==> config.mk <==
export PLATFORM = sky130hd
export DESIGN_NAME = mastermind_round_tracker_flat
export DESIGN_NICKNAME = d
export VERILOG_FILES = /design/src/rtl/mastermind_pkg.sv /design/src/rtl/mastermind_round_tracker_if.sv /design/src/rtl/mastermind_hist_ram.sv /design/src/rtl/mastermind_round_tracker.sv /design/src/flat_wrapper.sv
export SDC_FILE = /design/constraint.sdc
export NUM_CORES = 1
export LEC_CHECK = 0
export CORE_ASPECT_RATIO = 0.9
export CORE_MARGIN = 2
export CORE_UTILIZATION = 66
export DETAILED_ROUTE_END_ITERATION = 12
export DONT_BUFFER_PORTS = 1
export PLACE_DENSITY = 0.93
export SLEW_MARGIN = 20
export SYNTH_ARGS = -nofsm -noshare
export SYNTH_HDL_FRONTEND = slang
export SYNTH_HIERARCHICAL = 1
export SYNTH_SLANG_ARGS = --single-unit
==> constraint.sdc <==
create_clock -name clk -period 7.01 [get_ports clk]
set_clock_uncertainty 0.05 [all_clocks]
set_input_delay 0.701 -clock clk [delete_from_list [all_inputs] [get_ports clk]]
set_output_delay 0.701 -clock clk [all_outputs]
set_load 0.005 [all_outputs]
==> src/rtl/mastermind_pkg.sv <==
// Shared definitions for the mastermind round tracker: game state encodings,
// peg geometry and the packed width of one history entry.
package mastermind_pkg;

  localparam int PEGS   = 4;
  localparam int SYM_W  = 3;
  localparam int CNT_W  = 3;
  localparam int HIST_W = PEGS * SYM_W + 2 * CNT_W;

  typedef enum logic [1:0] {
    ST_IDLE    = 2'b00,
    ST_PLAYING = 2'b01,
    ST_WON     = 2'b10,
    ST_LOST    = 2'b11
  } game_state_t;

  // A score is impossible if more pegs are matched than exist.
  function automatic logic score_illegal(input logic [CNT_W-1:0] red,
                                         input logic [CNT_W-1:0] white,
                                         input int pegs);
    logic [CNT_W:0] sum;
    sum = {1'b0, red} + {1'b0, white};
    return (sum > (CNT_W+1)'(pegs)) || ({1'b0, red} > (CNT_W+1)'(pegs));
  endfunction

endpackage

==> src/rtl/mastermind_round_tracker_if.sv <==
// Controller <-> round tracker bundle. master = controller / display side,
// slave = tracker.
interface mastermind_round_tracker_if #(
  parameter int PEGS  = 4,
  parameter int SYM_W = 3
);
  logic                    code_loaded;
  logic                    new_game;
  logic                    result_valid;
  logic [PEGS*SYM_W-1:0]   guess_in;
  logic [2:0]              red_in;
  logic [2:0]              white_in;
  logic                    view_step;
  logic                    guess_en;
  logic [3:0]              round_cnt;
  logic [1:0]              game_state;
  logic [2:0]              view_idx;
  logic [PEGS*SYM_W-1:0]   view_guess;
  logic [2:0]              view_red;
  logic [2:0]              view_white;
  logic                    score_err;

  modport master (
    output code_loaded, new_game, result_valid, guess_in, red_in, white_in,
           view_step,
    input  guess_en, round_cnt, game_state, view_idx, view_guess, view_red,
           view_white, score_err
  );

  modport slave (
    input  code_loaded, new_game, result_valid, guess_in, red_in, white_in,
           view_step,
    output guess_en, round_cnt, game_state, view_idx, view_guess, view_red,
           view_white, score_err
  );
endinterface

==> src/rtl/mastermind_hist_ram.sv <==
// Round history storage: one write port, one registered read port with
// write-first forwarding and a synchronous clear of the read register.
module mastermind_hist_ram #(
  parameter int DEPTH = 8,
  parameter int W     = 18,
  parameter int AW    = 3
) (
  input  logic          clk,
  input  logic          resetn,
  input  logic          we,
  input  logic [AW-1:0] waddr,
  input  logic [W-1:0]  wdata,
  input  logic [AW-1:0] raddr,
  input  logic          clr,
  output logic [W-1:0]  rdata
);

  logic [W-1:0] mem [DEPTH];

  // Storage array; contents are deliberately not reset.
  always_ff @(posedge clk) begin
    if (we) mem[waddr] <= wdata;
  end

  // Registered read; clr forces the readout to zero when nothing is logged.
  always_ff @(posedge clk or negedge resetn) begin
    if (!resetn)                     rdata <= '0;
    else if (clr)                    rdata <= '0;
    else if (we && (waddr == raddr)) rdata <= wdata;
    else                             rdata <= mem[raddr];
  end

endmodule

==> src/rtl/mastermind_round_tracker.sv <==
// Logs each scored guess, counts rounds, declares win/loss and drives a
// scrollable registered history readout.
module mastermind_round_tracker #(
  parameter int MAX_ROUNDS = 8,
  parameter int PEGS       = mastermind_pkg::PEGS,
  parameter int SYM_W      = mastermind_pkg::SYM_W
) (
  input  logic                        clk,
  input  logic                        resetn,
  mastermind_round_tracker_if.slave   bus
);
  import mastermind_pkg::*;

  localparam int GW = PEGS * SYM_W;
  localparam int EW = GW + 2 * CNT_W;

  game_state_t   state;
  logic [3:0]    round_cnt;
  logic [2:0]    view_idx;
  logic          score_err;
  logic          start;
  logic          accept;
  logic          illegal;
  logic          win;
  logic          rd_clr;
  logic [3:0]    view_nxt;
  logic [EW-1:0] rd_data;

  // new_game beats everything else in the same cycle.
  assign start   = (state == ST_IDLE) && bus.code_loaded && !bus.new_game;
  assign accept  = (state == ST_PLAYING) && bus.result_valid && !bus.new_game &&
                   (round_cnt < 4'(MAX_ROUNDS));
  assign illegal = score_illegal(bus.red_in, bus.white_in, PEGS);
  assign win     = (bus.red_in == 3'(PEGS)) && !illegal;
  assign view_nxt = {1'b0, view_idx} + 4'd1;

  // Readout goes to zero with an empty history, including the cycle a game starts.
  assign rd_clr  = (round_cnt == 4'd0) || start;

  // Game FSM, round counter and sticky score error.
  always_ff @(posedge clk or negedge resetn) begin
    if (!resetn) begin
      state     <= ST_IDLE;
      round_cnt <= '0;
      score_err <= 1'b0;
    end else if (bus.new_game) begin
      state <= ST_IDLE;
    end else begin
      case (state)
        ST_IDLE: begin
          if (bus.code_loaded) begin
            state     <= ST_PLAYING;
            round_cnt <= '0;
            score_err <= 1'b0;
          end
        end
        ST_PLAYING: begin
          if (accept) begin
            round_cnt <= round_cnt + 4'd1;
            if (illegal) score_err <= 1'b1;
            if (win)                                     state <= ST_WON;
            else if (round_cnt + 4'd1 == 4'(MAX_ROUNDS)) state <= ST_LOST;
          end
        end
        default: state <= state;
      endcase
    end
  end

  // View pointer: clear on start, follow writes, otherwise scroll with wrap.
  always_ff @(posedge clk or negedge resetn) begin
    if (!resetn)                                 view_idx <= '0;
    else if (start)                              view_idx <= '0;
    else if (accept)                             view_idx <= round_cnt[2:0];
    else if (bus.view_step && round_cnt != 4'd0) view_idx <= (view_nxt == round_cnt) ? 3'd0 : view_nxt[2:0];
  end

  mastermind_hist_ram #(
    .DEPTH (MAX_ROUNDS),
    .W     (EW),
    .AW    (3)
  ) u_hist (
    .clk    (clk),
    .resetn (resetn),
    .we     (accept),
    .waddr  (round_cnt[2:0]),
    .wdata  ({bus.guess_in, bus.red_in, bus.white_in}),
    .raddr  (view_idx),
    .clr    (rd_clr),
    .rdata  (rd_data)
  );

  assign bus.guess_en   = (state == ST_PLAYING);
  assign bus.game_state = state;
  assign bus.round_cnt  = round_cnt;
  assign bus.view_idx   = view_idx;
  assign bus.score_err  = score_err;
  assign {bus.view_guess, bus.view_red, bus.view_white} = rd_data;

endmodule

==> src/flat_wrapper.sv <==
// flat-port wrapper written by rule: the top's interface ports become plain ports
module mastermind_round_tracker_flat import mastermind_pkg::*;
#(
  parameter int MAX_ROUNDS = 8,
  parameter int PEGS       = mastermind_pkg::PEGS,
  parameter int SYM_W      = mastermind_pkg::SYM_W
)
  (clk, resetn, bus_code_loaded, bus_new_game, bus_result_valid, bus_guess_in, bus_red_in, bus_white_in, bus_view_step, bus_guess_en, bus_round_cnt, bus_game_state, bus_view_idx, bus_view_guess, bus_view_red, bus_view_white, bus_score_err);
  mastermind_round_tracker_if #(.PEGS(PEGS), .SYM_W(SYM_W)) bus_i ();
  input  logic clk;
  input  logic resetn;
  input wire logic [$bits(bus_i.code_loaded)-1:0] bus_code_loaded;
  input wire logic [$bits(bus_i.new_game)-1:0] bus_new_game;
  input wire logic [$bits(bus_i.result_valid)-1:0] bus_result_valid;
  input wire logic [$bits(bus_i.guess_in)-1:0] bus_guess_in;
  input wire logic [$bits(bus_i.red_in)-1:0] bus_red_in;
  input wire logic [$bits(bus_i.white_in)-1:0] bus_white_in;
  input wire logic [$bits(bus_i.view_step)-1:0] bus_view_step;
  output wire logic [$bits(bus_i.guess_en)-1:0] bus_guess_en;
  output wire logic [$bits(bus_i.round_cnt)-1:0] bus_round_cnt;
  output wire logic [$bits(bus_i.game_state)-1:0] bus_game_state;
  output wire logic [$bits(bus_i.view_idx)-1:0] bus_view_idx;
  output wire logic [$bits(bus_i.view_guess)-1:0] bus_view_guess;
  output wire logic [$bits(bus_i.view_red)-1:0] bus_view_red;
  output wire logic [$bits(bus_i.view_white)-1:0] bus_view_white;
  output wire logic [$bits(bus_i.score_err)-1:0] bus_score_err;
  assign bus_i.code_loaded = bus_code_loaded;
  assign bus_i.new_game = bus_new_game;
  assign bus_i.result_valid = bus_result_valid;
  assign bus_i.guess_in = bus_guess_in;
  assign bus_i.red_in = bus_red_in;
  assign bus_i.white_in = bus_white_in;
  assign bus_i.view_step = bus_view_step;
  assign bus_guess_en = bus_i.guess_en;
  assign bus_round_cnt = bus_i.round_cnt;
  assign bus_game_state = bus_i.game_state;
  assign bus_view_idx = bus_i.view_idx;
  assign bus_view_guess = bus_i.view_guess;
  assign bus_view_red = bus_i.view_red;
  assign bus_view_white = bus_i.view_white;
  assign bus_score_err = bus_i.score_err;
  mastermind_round_tracker #(.MAX_ROUNDS(MAX_ROUNDS), .PEGS(PEGS), .SYM_W(SYM_W)) u_core (.clk(clk), .resetn(resetn), .bus(bus_i));
endmodule
-- After elaboration in Yosys (flattened, before gate mapping)
Memories as Yosys holds them, arrays and structs flattened.
Index checks and enable logic that the tools add are counted.
- register bits after elaboration: 28
- output and inout port bits: 29
- memories: 1
- bits in writable memories: 144
- logic and storage cells: 66
- memory list (memory ; words ; width ; read ports ; clocked after memory_dff ; wr ports ; line ; RTL):
    u_core.u_hist.mem ; 8 ; 18 ; 1 ; 0 ; 1 ; mastermind_hist_ram.sv:18 ; logic [W-1:0] mem [DEPTH];
- magnitude comparators: 3
- bitwise gates (word level): 1
- $add $sub $neg: 3
- multiplexer cells: 21
- reductions and logical operators: 21
- equal/unequal tests: 11
- operator list (kind ; count):
    18-bit two-way mux ; 2
    3-bit two-way mux ; 4
    2-bit two-way mux ; 5
    1-bit logical AND ; 8
    4-bit two-way mux ; 2
    4-bit case mux with 2 select lines ; 1
    4-bit AND reduction ; 2
    3-bit nonzero test ; 2
    1-bit two-way mux ; 5
    5-bit AND reduction ; 1
    3-bit by 1-bit adder with 4-bit output, second input constant ; 1
    3-bit by 3-bit adder with 4-bit output ; 1
    4-bit by 1-bit adder with 4-bit output, second input constant ; 1
    4-bit == test ; 1
    4-bit == test, second input constant ; 1
    4-bit by 3-bit greater-than comparator with 1-bit output, second input constant ; 1
    4-bit zero test ; 1
    4-bit < comparator, second input constant ; 1
    2-bit by 1-bit inequality test with 1-bit output, second input constant ; 2
    4-bit by 2-bit inequality test with 1-bit output, second input constant ; 1
    2-bit case mux with 2 select lines ; 1
    4-bit nonzero test ; 1
    3-bit == test ; 1
    3-bit == test, second input constant ; 1
    11 further kinds ; 13

-- Depth between registers and ports, before layout
Gate-level depths: netlist of run 1.
- depth in word-level cells: 9
- mapped depth: 8

-- Cells and area by module
Netlist of run 1, hierarchy kept.
- modules (own cells, without submodules) (module ; times used ; area each (sq um) ; cells each):
    mastermind_hist_ram ; 1 ; 6308.6 ; 325
    mastermind_round_tracker ; 1 ; 812.0 ; 91

-- Worst setup path before layout of run 1
No wires, ideal clock.
- path kind: input -> register
- start point: in bus_result_valid
- end point: mem u_core.u_hist.mem[4][0] (enable)
- slack: 3969 ps
- setup time: 416 ps
- arrival time: 2575 ps
- stages: 5
- path buffers: 0
- required time: 6544 ps
- cells stage by stage: and4bb_2 > nand2_1 > inv_1 > nand2_1 > nor3_1
- word-level cells in the longest chain between the ends: 5
- ends and longest elaborated chain (what ; line ; RTL):
    start: declaration ; flat_wrapper.sv:14 ; input wire logic [$bits(bus_i.result_valid)-1:0] bus_result_valid;
    1-bit logical AND (3 in a row) ; mastermind_round_tracker.sv:31 ; assign accept = (state == ST_PLAYING) && bus.result_valid && !bus.new_game &&
    net u_core.accept ; mastermind_round_tracker.sv:22 ; logic accept;
    1-bit two-way mux ; mastermind_hist_ram.sv:22 ; if (we) mem[waddr] <= wdata;
    1-bit two-way mux (not written as such) ; mastermind_hist_ram.sv:22 ;
    end: declaration ; mastermind_hist_ram.sv:18 ;
The timed path passes the listed nets, and every way through them passes these cells.

-- Worst setup path after layout of run 1
- start point: reg u_core.round_cnt[3], in the netlist u_core/bus.round_cnt[3]
- end point: mem u_core.u_hist.mem[7][4] (enable)
- word-level cells in the longest chain between the ends: 4
- ends and longest elaborated chain (what ; line ; RTL):
    start: declaration ; mastermind_round_tracker.sv:18 ; logic [3:0] round_cnt;
    start signal: assignment ; mastermind_round_tracker.sv:59 ; round_cnt <= round_cnt + 4'd1;
    4-bit < comparator ; mastermind_round_tracker.sv:32 ; (round_cnt < 4'(MAX_ROUNDS));
    1-bit logical AND ; mastermind_round_tracker.sv:31 ;
    net u_core.accept ; mastermind_round_tracker.sv:22 ;
    1-bit two-way mux ; mastermind_hist_ram.sv:22 ;
    1-bit two-way mux (not written as such) ; mastermind_hist_ram.sv:22 ;
The timed path passes the listed nets, and every way through them passes these cells.

==> results.cfg, run 1 <==
[sta]
max_slew.worst_pin.slew_ns = 1.129
setup_tns_ns = 0
slew_violations = 0
hold_ws_ns = 0.04595
setup_viol = 0
fmax_mhz = 361.8
min_period_ns = 2.764
slew_headroom_pct = 24.75
finalWorstSetupSlack_ns = 4.246
finalCritPeriodShare_pct = 39.43
rsz0062_at_grt = no
finalHoldViolations = 0

[yosys]
syn_nets = 447
ys_types = 54
ys_ff_latch = 172
synth-xor-area-share_pct = 1.283
synth_commonest_cells = edfxtp_1, mux2i_1, dfrtp_1
synth_edf_count = 144
async_flop_share_pct = 16.28
yosysWarnings = 6
yosys.area.top_type = edfxtp_1
synth_fa_ha_area_share_pct = 1.335
synth.top_cell.area_share_pct = 60.73
syn_area_per_cell_um2 = 17.12
synth_compound_area_share_pct = 7.029
ys.flop_type = edfxtp_1
synth_area_mm2 = 0.007121
yosys.cell_count.top_type = edfxtp_1
syn_inst = 416
yosysSeqAreaShare_pct = 70.57
synth_top_family_by_area = multiplexers
yosys.area_share.simple_pct = 6.132
ys_top_cells_by_area = edfxtp_1, dfrtp_1, mux4_2
synthMuxAreaShare_pct = 10.93

[setup_path]
rr_startpoint = u_core/bus.round_cnt[3]
cp_common_cell = nand2_1
slowest_stage = nor2_1
rr_worst_depth = 6
cp-start-kind = flop
path_class = reg2reg
crit_fanout = 11
cpPeakStageDelay_ns = 0.63
reg2reg_slack_ns = 4.25
cp.depth = 6
worstPathRequired_ns = 7.07
cp-endpoint = u_core/u_hist/mem[7][4]
crit_arrival_ns = 2.83
startpoint = u_core/bus.round_cnt[3]
rr_endpoint = u_core/u_hist/mem[7][4]
crit_path_end_kind = flop
cp_cell_sequence = and4bb_2 > nand2_1 > inv_1 > nand2_1 > nor2_1 > buf_4
path_buf_inv = 2
crit_family = simple AND/OR/NAND/NOR gates

[power]
powerDensity_mw_per_mm2 = 330.1
power.leakage_nw = 2.530
power.total_mw = 2.563
peakVddDrop_mv = 0.2401

[floorplanning]
rows = 35
io_pins = 53
die_area_mm2 = 0.01164
die_y_um = 102.5
die_w_um = 113.5
initial_utilization_pct = 68.61
core-area_mm2 = 0.01038

[global_route]
grt_use_total_pct = 27.16
grt_pass1_vias = 3930
grt.overflow.total = 0
antenna_found_initial = 0
grt_max_degree = 61
grt_pass1_wl_um = 22540

[routing]
num_vias = 3895
drt_first_pass_iters = 6
routed_wl_um = 14720
route.antenna.remaining_nets = 0
vias_per_cell = 6.857
drt_iter0_markers = 530
wire_per_inst_um = 25.91
drc_errors = 0

[placement]
post-dp-hpwl_um = 8379
portBuffers = 0
pre_cts_slack_ns = 4.242
placed_cell_area_mm2 = 0.007208
routabilityCongestion = 0.8354

[clock_tree]
ctsHoldBuffers = 1
cts_tree = built
cts-root-buf = clkbuf_16
clk_path_buf_depth = 2
cts_buffers = 17
clk_pin_slew_ns = 0.07
worstSkewPairLatency_ns = 0.42
cts_resized = 0
h-tree-depth = 4
post_cts_buffers = 0
clock_sinks = 172

[min_path]
hp-class = in2async

[finish]
drive_above_1_share_pct = 19.59
area_growth_pct = 9.032
layout.nets = 457
design_area_mm2 = 0.007764
diodes = 0

[job]
drv_cap = 0

[outcome]
status = completed
==> registers in the layout, indices dropped and copies added (netlist names) <==
name,cells
u_core/u_hist/rdata,18
u_core/u_hist/mem,144
u_core/bus.game_state,2
u_core/bus.round_cnt,4
u_core/bus.score_err,1
u_core/bus.view_idx,3
==> worst reg2reg max path: stages (launching register included) <==
cell      delay (ns)
dfrtp_1         0.47
and4bb_2        0.38
nand2_1         0.13
inv_1           0.25
nand2_1         0.21
nor2_1          0.63
buf_4           0.35
==> cell usage in the layout (no fill, tap or decap), drive strengths merged, types with 9 or more instances in the layout <==
cell / instances
o22ai: 19
nor3: 21
buf: 12
nor2: 27
mux2i: 35
edfxtp: 144
clkbuf: 19
mux4: 19
dfrtp: 28
inv: 9
nand2: 12
a211oi: 18
==> stage by stage <==
step                utilization [%]  std cells
global placement              69.45        535
finish                        74.80        568
floorplan                         -        416
global route                  74.80        568
detailed placement            69.45        535
CTS                           74.80        568
==> area by class of cell <==
| class | instances | area [um2] |
|---|---|---|
| inverter | 7 | 26.28 |
| clock buffer | 19 | 442.9 |
| timing repair buffer | 12 | 102.6 |
| tap | 129 | 161.4 |
| sequential | 172 | 5026 |
| multi-input combinational | 216 | 1912 |
| clock inverter | 13 | 92.59 |
| fill | 554 | 2615 |
==> worst min-delay path by stage <==
| stage | startpoint | end | depth (start not counted) |
|---|---|---|---|
| after CTS | resetn | u_core/u_hist/rdata[3] | 1 |
| after global routing | resetn | u_core/u_hist/rdata[5] | 1 |
| after global placement | resetn | u_core/u_hist/rdata[3] | 0 |
| after floorplan | resetn | u_core/bus.game_state[0] | 0 |
| after detailed placement | resetn | u_core/u_hist/rdata[3] | 0 |
| final | resetn | u_core/u_hist/rdata[5] | 1 |
==> report_power, final <==
| group | switching (mW) | internal (mW) | leakage [nW] |
|---|---|---|---|
| Sequential | 0.0362 | 1.16 | 1.67 |
| Combinational | 0.304 | 0.218 | 0.607 |
| Clock | 0.383 | 0.462 | 0.253 |
==> per-layer routing <==
layer / wire length [um] / vias up / track usage, % / share of wire, %
met3: 1316 / 37 / 7.643 / 8.9
met2: 7499 / 251 / 44.22 / 51
met4: 288 / 0 / 10.69 / 2.0
li1: - / 1661 / - / -
met5: 0 / - / 0 / 0
met1: 5611 / 1946 / 35.74 / 38
==> cell families (layout without fill, tap and decap cells) <==
group | count (synthesis) | in the layout
compound gates | 63 | 63
buf+inv | 28 | 51
simple gates | 84 | 84
mux | 54 | 54
xor+xnor | 8 | 8
fa+ha+maj | 7 | 7
flops | 172 | 172
Note: power is estimated with default switching activity, not from simulation.
==> run 2: changes to the inputs <==
--- a/config.mk
+++ b/config.mk
@@ -7,10 +7,10 @@
 export LEC_CHECK = 0
 export CORE_ASPECT_RATIO = 0.9
 export CORE_MARGIN = 2
-export CORE_UTILIZATION = 66
+export CORE_UTILIZATION = 63
 export DETAILED_ROUTE_END_ITERATION = 12
 export DONT_BUFFER_PORTS = 1
-export PLACE_DENSITY = 0.93
+export PLACE_DENSITY = 0.9
 export SLEW_MARGIN = 20
 export SYNTH_ARGS = -nofsm -noshare
 export SYNTH_HDL_FRONTEND = slang
==> constraint.sdc (replaced) <==
create_clock -name clk -period 2.55 [get_ports clk]
set_clock_uncertainty 0.05 [all_clocks]
set_input_delay 0.255 -clock clk [delete_from_list [all_inputs] [get_ports clk]]
set_output_delay 0.255 -clock clk [all_outputs]
set_load 0.005 [all_outputs]
==> results.cfg, run 2 (synthesis gave the netlist of run 1 again) <==
[finish]
max_flop_register = u_core/u_hist/mem
largestRegisters = u_core/u_hist/mem (144), u_core/u_hist/rdata (18), u_core/bus.round_cnt (4)
fin_util_pct = 75.02
largest_reg_flops = 144
layout.nets = 493
area_growth_pct = 14.85
final_common_cell = edfxtp_1
diodes = 0
layout_common_cells = edfxtp_1, mux2i_1, nor2_1, dfrtp_1, buf_4
drive_above_1_share_pct = 20.42
final.fill_count = 578

[floorplanning]
die_y_um = 104.9
die_area_mm2 = 0.01217
io_pins = 53
initial_utilization_pct = 65.32
rows = 36
core-area_mm2 = 0.01090
die_w_um = 116.1

[global_route]
grt_use_total_pct = 27.97
grt_max_degree = 36
grt.overflow.total = 0
grt_pass1_vias = 4207
antenna_found_initial = 0
grt_pass1_wl_um = 24040

[sta]
slew_headroom_pct = 60.05
finalCritPeriodShare_pct = 87.93
setup_tns_ns = 0
max_slew.worst_pin.slew_ns = 0.5952
finalHoldViolations = 0
min_period_ns = 2.242
slew_violations = 0
hold_ws_ns = 0.03258
fmax_mhz = 446.0
rsz0062_at_grt = no
setup_viol = 0

[setup_path]
rr_worst_depth = 6
rr_endpoint = u_core/u_hist/mem[7][9]
rr_startpoint = u_core/bus.game_state[1]
cp_cell_sequence = and4bb_2 > nand2_1 > inv_1 > nand2_1 > nor2_1 > buf_4
cpPeakStageDelay_ns = 0.46
crit_path_end_kind = flop
worstPathRequired_ns = 2.60
cp_common_cell = nand2_1
crit_family = simple AND/OR/NAND/NOR gates
crit_fanout = 18
path_class = reg2reg
reg2reg_slack_ns = 0.31
slowest_stage = dfrtp_1
cp-start-kind = flop
crit_arrival_ns = 2.29
path_buf_inv = 2

[min_path]
min_from = bus_view_step
min_path_cells = 3
hp-class = in2reg
hold_path_end = u_core/bus.view_idx[0]

[placement]
post-dp-hpwl_um = 8614
portBuffers = 0
routabilityCongestion = 0.8697

[routing]
num_vias = 4113
vias_per_cell = 6.560
routed_wl_um = 15510
drt_first_pass_iters = 5
route.antenna.remaining_nets = 0
drc_errors = 0
drt_iter0_markers = 527
wire_per_inst_um = 24.73

[power]
powerDensity_mw_per_mm2 = 912.3
power.leakage_nw = 2.714
peakVddDrop_mv = 0.5745

[clock_tree]
clock_sinks = 172
worstSkewPairLatency_ns = 0.43
cts-root-buf = clkbuf_16
h-tree-depth = 4
cts_buffers = 17
cts_tree = built
clk_path_buf_depth = 2
clk_pin_slew_ns = 0.06

[outcome]
status = completed

[job]
drv_cap = 0
==> run 2: cell count changes in the layout (fill, tap and decap cells not counted), moves of 2 or more <==
cell and change:
inv_6 -2, dlygate4sd3_1 +22, bufinv_16 +3, clkinv_4 -2, buf_4 +13, clkinv_1 +2
==> run 2: cell type report <==
| cell class | count | area [um2] | area share [%] |
|---|---|---|---|
| clock inverters | 13 | 150.1 | 1.836 |
| well taps | 152 | 190.2 | 2.326 |
| multi-input cells | 216 | 1912 | 23.38 |
| repair buffers | 48 | 440.4 | 5.386 |
| flip-flops and latches | 172 | 5026 | 61.46 |
| inverters | 7 | 26.28 | 0.3213 |
| clock buffers | 19 | 432.9 | 5.294 |
==> run 2: worst reg2reg max path: cells and delay by family (launching register included) <==
family	cells	cell delay (ns)
AND/OR/NAND/NOR	4	0.87
buffers and inverters	2	0.53
flip-flops	1	0.46
==> run 2: worst max path at each step <==
| stage | start | to | slack [ns] | cells after the start |
|---|---|---|---|---|
| 4_1_cts | u_core/bus.game_state[1] | u_core/u_hist/mem[3][10] | 0.36 | 6 |
| 5_1_grt | u_core/bus.game_state[1] | u_core/u_hist/mem[7][9] | 0.26 | 6 |
| 3_5_place_dp | bus_red_in[0] | u_core/bus.game_state[1] | 0.43 | 6 |
| 2_1_floorplan | u_core/bus.round_cnt[3] | u_core/u_hist/mem[7][0] | 0.18 | 5 |
| 6_report | u_core/bus.game_state[1] | u_core/u_hist/mem[7][9] | 0.31 | 6 |
| 3_3_place_gp | bus_red_in[0] | u_core/bus.game_state[1] | 0.48 | 6 |
==> run 2: metal layers <==
layer  wire, um  vias to the layer above  GRT usage, %
li1           -                     1739             -
met1       5773                     2064         36.34
met2       7827                      259         42.90
met3       1294                       51         8.179
met4        612                        0         14.88
met5          0                        -             0
==> run 2: where the power goes <==
part	internal (mW)	total, mW	switching [mW]	leakage, nW
Clock	1.53	2.56	1.04	0.271
Combinational	0.685	1.61	0.921	0.772
Sequential	3.19	3.29	0.101	1.67
Total	5.40	7.46	2.06	2.71
==> run 2: timing repair <==
action / CTS / global route
gates resized for setup: 0 / 0
endpoints found under the hold margin: 193 / 0
hold buffers: 23 / 0
setup buffers: 0 / 0
setup endpoints to repair: 0 / 0
==> run 2: metrics by stage <==
stage | std cells | power [mW] | setup WS [ns] | cell area, um2
final | 627 | 7.460 | 0.3078 | 8178
after CTS | 627 | 7.459 | 0.3629 | 8178
after global placement | 572 | 4.779 | 0.4801 | 7355
after global routing | 627 | 7.726 | 0.2605 | 8178
after detailed placement | 572 | 4.830 | 0.4323 | 7355
after floorplan | 416 | 4.556 | 0.1753 | 7131
